`src/rtl/uart_pkg.sv`:
```
// Shared UART definitions: parity modes, transmitter state encoding and
// a helper that gives the number of serial bit slots per character.
package uart_pkg;

  localparam int PAR_NONE = 0;
  localparam int PAR_EVEN = 1;
  localparam int PAR_ODD  = 2;

  typedef enum logic [2:0] {
    IDLE,
    START,
    DATA,
    PARITY,
    STOP
  } tx_state_t;

  // Unsupported parity modes count as no parity; any stop count other than 2 counts as 1.
  function automatic int bits_per_char(int byte_size, int parity_mode, int stop_bits);
    int par;
    int stp;
    par = (parity_mode == PAR_EVEN || parity_mode == PAR_ODD) ? 1 : 0;
    stp = (stop_bits == 2) ? 2 : 1;
    return 1 + byte_size + par + stp;
  endfunction

endpackage

```
`src/rtl/uart_baud_gen.sv`:
```
// Bit-period counter: free-running modulo CLKS_PER_BIT, tick on the last count.
// clear restarts the period so bit edges line up with the clearing event.
module uart_baud_gen #(
  parameter int CLKS_PER_BIT = 4
) (
  input  logic CLK,
  input  logic RST_N,
  input  logic clear,
  output logic tick
);

  localparam int CW = (CLKS_PER_BIT > 2) ? $clog2(CLKS_PER_BIT) : 1;
  localparam logic [CW-1:0] LAST = CW'(CLKS_PER_BIT - 1);

  logic [CW-1:0] cnt;

  always_ff @(posedge CLK or negedge RST_N) begin
    if (!RST_N) begin
      cnt <= '0;
    end else if (clear || cnt == LAST) begin
      cnt <= '0;
    end else begin
      cnt <= cnt + 1'b1;
    end
  end

  assign tick = (cnt == LAST) && !clear;

endmodule

```
`src/rtl/uart_tx_frame.sv`:
```
// Multi-byte UART transmitter: sends up to MAX_BYTES characters from one wide
// word, byte 0 first, with optional parity and one or two stop bits.
// Handshake: a request is taken on a rising edge where in_valid && in_ready;
// in_ready is high only while idle, and in_valid is ignored at all other times.
module uart_tx_frame
  import uart_pkg::*;
#(
  parameter int BYTE_SIZE    = 8,
  parameter int MAX_BYTES    = 4,
  parameter int CLKS_PER_BIT = 4,
  parameter int PARITY_MODE  = 0,
  parameter int STOP_BITS    = 1
) (
  input  logic                              CLK,
  input  logic                              RST_N,
  input  logic [MAX_BYTES*BYTE_SIZE-1:0]    in_data,
  input  logic [$clog2(MAX_BYTES+1)-1:0]    in_len,
  input  logic                              in_valid,
  output logic                              in_ready,
  output logic                              out_bit,
  output logic                              out_busy,
  output logic                              out_done
);

  localparam int DW  = MAX_BYTES * BYTE_SIZE;
  localparam int LW  = $clog2(MAX_BYTES + 1);
  localparam int BIW = $clog2(BYTE_SIZE);
  localparam logic [LW-1:0]  MAX_LEN  = LW'(MAX_BYTES);
  localparam logic [BIW-1:0] LAST_BIT = BIW'(BYTE_SIZE - 1);
  localparam bit HAS_PAR  = (PARITY_MODE == PAR_EVEN) || (PARITY_MODE == PAR_ODD);
  localparam bit ODD_PAR  = (PARITY_MODE == PAR_ODD);
  localparam bit TWO_STOP = (STOP_BITS == 2);

  tx_state_t       state;
  logic [DW-1:0]   data_q;
  logic [LW-1:0]   bytes_left;
  logic [BIW-1:0]  bit_idx;
  logic            stop_idx;

  logic                 accept;
  logic                 tick;
  logic [LW-1:0]        len_c;
  logic [BYTE_SIZE-1:0] cur_char;
  logic [BIW-1:0]       bit_nxt;
  logic                 par_bit;

  assign accept   = in_valid && in_ready;
  assign len_c    = (in_len > MAX_LEN) ? MAX_LEN : in_len;
  assign cur_char = data_q[BYTE_SIZE-1:0];
  assign bit_nxt  = bit_idx + 1'b1;
  assign par_bit  = (^cur_char) ^ ODD_PAR;

  uart_baud_gen #(.CLKS_PER_BIT(CLKS_PER_BIT)) u_baud (
    .CLK   (CLK),
    .RST_N (RST_N),
    .clear (accept),
    .tick  (tick)
  );

  always_ff @(posedge CLK or negedge RST_N) begin
    if (!RST_N) begin
      state      <= IDLE;
      data_q     <= '0;
      bytes_left <= '0;
      bit_idx    <= '0;
      stop_idx   <= 1'b0;
      out_bit    <= 1'b1;
      in_ready   <= 1'b1;
      out_busy   <= 1'b0;
      out_done   <= 1'b0;
    end else begin
      out_done <= 1'b0;
      case (state)
        IDLE: begin
          in_ready <= 1'b1;
          if (accept) begin
            in_ready <= 1'b0;
            if (len_c == '0) begin
              // Empty frame: nothing on the line, just a one-cycle handshake bubble.
              out_done <= 1'b1;
            end else begin
              state      <= START;
              data_q     <= in_data;
              bytes_left <= len_c;
              out_bit    <= 1'b0;
              out_busy   <= 1'b1;
            end
          end
        end
        START: begin
          if (tick) begin
            state   <= DATA;
            bit_idx <= '0;
            out_bit <= cur_char[0];
          end
        end
        DATA: begin
          if (tick) begin
            if (bit_idx == LAST_BIT) begin
              if (HAS_PAR) begin
                state   <= PARITY;
                out_bit <= par_bit;
              end else begin
                state    <= STOP;
                stop_idx <= 1'b0;
                out_bit  <= 1'b1;
              end
            end else begin
              bit_idx <= bit_nxt;
              out_bit <= cur_char[bit_nxt];
            end
          end
        end
        PARITY: begin
          if (tick) begin
            state    <= STOP;
            stop_idx <= 1'b0;
            out_bit  <= 1'b1;
          end
        end
        STOP: begin
          if (tick) begin
            if (TWO_STOP && !stop_idx) begin
              stop_idx <= 1'b1;
            end else if (bytes_left == LW'(1)) begin
              state      <= IDLE;
              bytes_left <= '0;
              out_busy   <= 1'b0;
              out_done   <= 1'b1;
              in_ready   <= 1'b1;
            end else begin
              // Next character starts immediately: no idle gap between bytes.
              state      <= START;
              bytes_left <= bytes_left - 1'b1;
              data_q     <= data_q >> BYTE_SIZE;
              out_bit    <= 1'b0;
            end
          end
        end
        default: begin
          state <= IDLE;
        end
      endcase
    end
  end

endmodule

```
`config.mk`:
```
export PLATFORM = sky130hd
export DESIGN_NAME = uart_tx_frame
export DESIGN_NICKNAME = d
export VERILOG_FILES = /design/src/rtl/uart_pkg.sv /design/src/rtl/uart_baud_gen.sv /design/src/rtl/uart_tx_frame.sv
export SDC_FILE = /design/constraint.sdc
export NUM_CORES = 1
export LEC_CHECK = 0
export CAP_MARGIN = 20
export CORE_MARGIN = 8
export CORE_UTILIZATION = 23
export CTS_CLUSTER_DIAMETER = 30
export DETAILED_ROUTE_END_ITERATION = 10
export DONT_BUFFER_PORTS = 1
export PLACE_DENSITY_LB_ADDON = 0.3
export SLEW_MARGIN = 10
export SYNTH_ARGS = -nofsm -noshare
export SYNTH_HDL_FRONTEND = slang
export SYNTH_SLANG_ARGS = --single-unit
```
`constraint.sdc`:
```
create_clock -name CLK -period 1.6 [get_ports CLK]
set_input_delay 0.32 -clock CLK [delete_from_list [all_inputs] [get_ports CLK]]
set_output_delay 0.32 -clock CLK [all_outputs]
set_load 0.03 [all_outputs]
```
==> metrics.log <==
[metrics] crit path setup slack, layout: -0.08820 ns
[metrics] top flip-flop cell by instance count after synthesis: dfrtp_1
[metrics] insertion delay to the later sink of the worst-skew pair: approximately 0.30 ns
[metrics] Initial Util: 23.50%
[metrics] first-iteration detailed-routing DRC count: 55
[metrics] input/output buffers: 0
[metrics] largest net degree at the start of global routing: 48
[metrics] Clock Tree Root: clkbuf_8
[metrics] Routed met3 length: ~300 µm
[metrics] run status: finished, violations left
[metrics] length of routed wiring on met1: 2966 µm
[metrics] count of endpoints failing hold in the final timing report: 0
[metrics] final standard cell utilization of the core: a little under a third
[metrics] #FFs+latches synth: 47
[metrics] share of synthesized flip-flops with an asynchronous set or reset: 100.0%
[metrics] area share of the leading cell type in the synthesized netlist: 46.63%
[metrics] die boundary width: 118.5 µm
[metrics] antenna violation net count after detailed routing: 0
[metrics] Routed met2 length: around 3300 µm
[metrics] Final Routed Wirelength: 6614 µm
[metrics] synthesis-to-finish area growth: 35.13%
[metrics] path type of the worst setup path: flip-flop to flip-flop
[metrics] setup slack, reg-to-reg: -0.09 ns
[metrics] synthesized netlist net count: 264
[metrics] leading cell type by number of instances after synthesis: o21ai_0
[metrics] Die Footprint: 0.01403 mm²
[metrics] Layout Cells excl Fill: between 300 and 400
[metrics] Cells after Synth: 221
[metrics] vias in the first global route: 1844
[metrics] CP Capture Type: flip-flop
[metrics] Placeable Area: 0.01028 mm²
[metrics] routability congestion estimate from global placement: 0.7363
[metrics] mean number of vias per cell: 4.624
[metrics] cell area reported after detailed placement: 0.002763 mm²
[metrics] antenna diode instance count: 0
[metrics] worst reg2reg path depth: 6
[metrics] die boundary height: 118.5 µm
[metrics] clock transition time at the flip-flop clock pins of the worst setup and hold paths: around 0.09 ns
[metrics] Detailed Place HPWL: 4128 µm
[metrics] synthesized cell area: 0.002415 mm²
[metrics] top metal layer carrying routed signals: met4
[metrics] io pins: 42
[metrics] sort of element at the start of the critical path: flip-flop
[metrics] finished layout cell area: about 0.0033 mm²
[metrics] count of unique library cells instantiated by Yosys: 41
[metrics] overall global routing resource usage: 8.847%
[metrics] placed cell count: 367
[metrics] R2R Path End: data_q[25]
[metrics] type of the worst min-delay path: primary input to flip-flop
[metrics] data arrival time of the worst path: about 1.9 ns
[metrics] power per standard cell area: between 600 and 700 mW/mm²
[metrics] Leakage: 1.316 nW
[metrics] fraction of the yosys area taken by sequential cells: 48.81%
[metrics] detail-routed net length per standard cell: between 15 and 20 µm
[metrics] Pwr Total: 0.002011 W
[metrics] total setup violations reported at the end of the flow: 17
[metrics] clk sinks: 47
[metrics] layout cells sized above 1: a little over a third
[metrics] wire length of the first global-routing pass: 9970 µm
[metrics] synth cell count leaders: o21ai_0 (50), dfrtp_1 (45), mux2i_1 (28), a22o_1 (8), nand2_1 (7)
[metrics] Tightest Pin Transition: 0.4808 ns
[metrics] overall via count from detail_route: 1822
[metrics] number of enable-type register cells in the synthesized netlist: 0
[metrics] top cell type by total area after synthesis: dfrtp_1
[metrics] CTS tree: done
[metrics] violations in the final reports: setup timing
[metrics] count of maximum capacitance violations: 0
[metrics] share of the clock period used by the worst path after layout: 105.5%
[metrics] max-slew violations: 0
[metrics] total iterations of the first detailed-routing run: 4
[metrics] worst path required time: 1.80 ns
[metrics] antenna violations before repair: 0
[metrics] final clock skew: between 0.009 and 0.01 ns
[metrics] endpoint of the worst hold path: u_baud.cnt[0]
[metrics] Placement Rows: 37
[metrics] Mapped Avg Cell Area: 10.93 µm²
[metrics] global route overflow: 0
[metrics] startpoint of the tightest hold check path: in_valid
[metrics] number of cells traversed by the worst hold path: 1
[metrics] highest achievable clock rate: 592.3 MHz
[metrics] max_slew headroom: 67.84%
[metrics] Net count, final: 300
[metrics] shortest clock period the worst path allows after layout: ~1.7 ns
[metrics] Clock Tree Buf Depth: 2
[metrics] Worst setup startpoint: u_baud.cnt[0]
[metrics] number of H-tree branching levels: 2
[metrics] Synth warnings: 0
[metrics] number of buffers added by the clock tree synthesis step: 5
[metrics] VDD IR max: 371.0 µV
[metrics] leading cell types by total area after synthesis: dfrtp_1 (47%), mux2i_1 (12%), o21ai_0 (10%), a22o_1 (2.9%), ha_1 (2.6%)
[metrics] origin of the critical flop-to-flop path: u_baud.cnt[0]
[metrics] unrepaired setup endpoints after global routing: true
[metrics] highest net fanout along the worst path: 8
[metrics] detailed-route DRC error count: 0
[cell families (layout without fill, tap and decap cells)]
family	count (synthesis)	after routing	share of synthesized area, %
buffers and inverters	22	59	4.612
adder cells (fa/ha/maj)	5	5	2.591
flip-flops	47	47	48.81
AO/OA/AOI/OAI	79	79	20.26
multiplexers	34	34	15.34
AND/OR/NAND/NOR	34	34	8.394
[worst max-delay path by stage]
stage | end | slack (ns) | cells past startpoint
floorplan | data_q[26] | -0.17 | 6
global placement | data_q[31] | -0.07 | 6
detailed placement | bytes_left[2] | -0.08 | 4
CTS | out_bit | -0.06 | 6
global route | out_bit | -0.14 | 6
finish | data_q[25] | -0.09 | 6
[registers in the layout, summed over array words and instances, names as in the netlist]
signal      count
out_bit         1
state           3
data_q         32
out_busy        1
bytes_left      3
u_baud.cnt      2
bit_idx         3
in_ready        1
out_done        1
[cells in the final DEF (no fill, tap or decap), drive strengths merged]
| cell | instances |
|---|---|
| o21ai | 50 |
| dfrtp | 45 |
| buf | 40 |
| mux2i | 28 |
| clkbuf | 11 |
| a22o | 8 |
| nand2 | 7 |
| nor3 | 7 |
| inv | 6 |
| nor2 | 6 |
| a21oi | 6 |
| nand2b | 5 |
| ha | 5 |
| mux2 | 4 |
| o31ai | 3 |
| a21boi | 3 |
| mux4 | 2 |
| dfstp | 2 |
| and3b | 2 |
| or2 | 2 |
| nor3b | 2 |
| nor2b | 1 |
| a32oi | 1 |
| a211oi | 1 |
| o41ai | 1 |
| a31oi | 1 |
| or3b | 1 |
| a31o | 1 |
| o21a | 1 |
| nor4b | 1 |
| a221o | 1 |
| a32o | 1 |
| a2bb2oi | 1 |
| clkinv | 1 |
| dlygate4sd3 | 1 |
[worst max-delay path, stage by stage (launching register included)]
cell,delay (ns)
dfrtp_1,0.36
ha_2,0.19
a21boi_4,0.22
a31oi_4,0.11
or2_4,0.30
clkbuf_16,0.19
a22o_1,0.22
[through the flow]
step,setup TNS [ns],worst slack [ns],hold slack [ns]
final,-0.5610,-0.08820,0.1029
after global routing,-2.540,-0.1444,0.09896
after CTS,-0.3998,-0.06015,0.09056
after detailed placement,-0.5562,-0.08095,0.02701
after global placement,-0.6435,-0.06894,0.02713
after floorplan,-3.565,-0.1743,0.02441
[power breakdown]
| part | leakage (nW) | switching, W | internal, W |
|---|---|---|---|
| sequential | 0.615 | 0 | 0.00119 |
| combinational | 0.653 | 0.0000383 | 0.0000223 |
| clock | 0.0484 | 0.000408 | 0.000355 |
[layout make-up]
| class | count | area, µm² |
|---|---|---|
| fill | 1061 | 7014 |
| multi-input combinational | 152 | 1284 |
| sequential | 47 | 1182 |
| timing repair buffer | 45 | 509.2 |
| tap | 136 | 170.2 |
| clock buffer | 7 | 86.33 |
| inverter | 6 | 22.52 |
| clock inverter | 1 | 8.758 |
[what timing repair did]
item	CTS	global route
gates cloned	1	5
pin swaps	3	7
hold endpoints to repair	47	0
setup buffers	4	7
hold buffers	2	0
resized for setup	11	62
endpoints found under the setup margin	17	41
[metal layers]
layer | vias up | global-route usage (%)
li1 | 890 | -
met4 | 0 | 2.609
met5 | - | 0
met2 | 33 | 14.10
met1 | 893 | 11.18
met3 | 6 | 2.903
No activity file was read; power rests on OpenSTA's default activity.
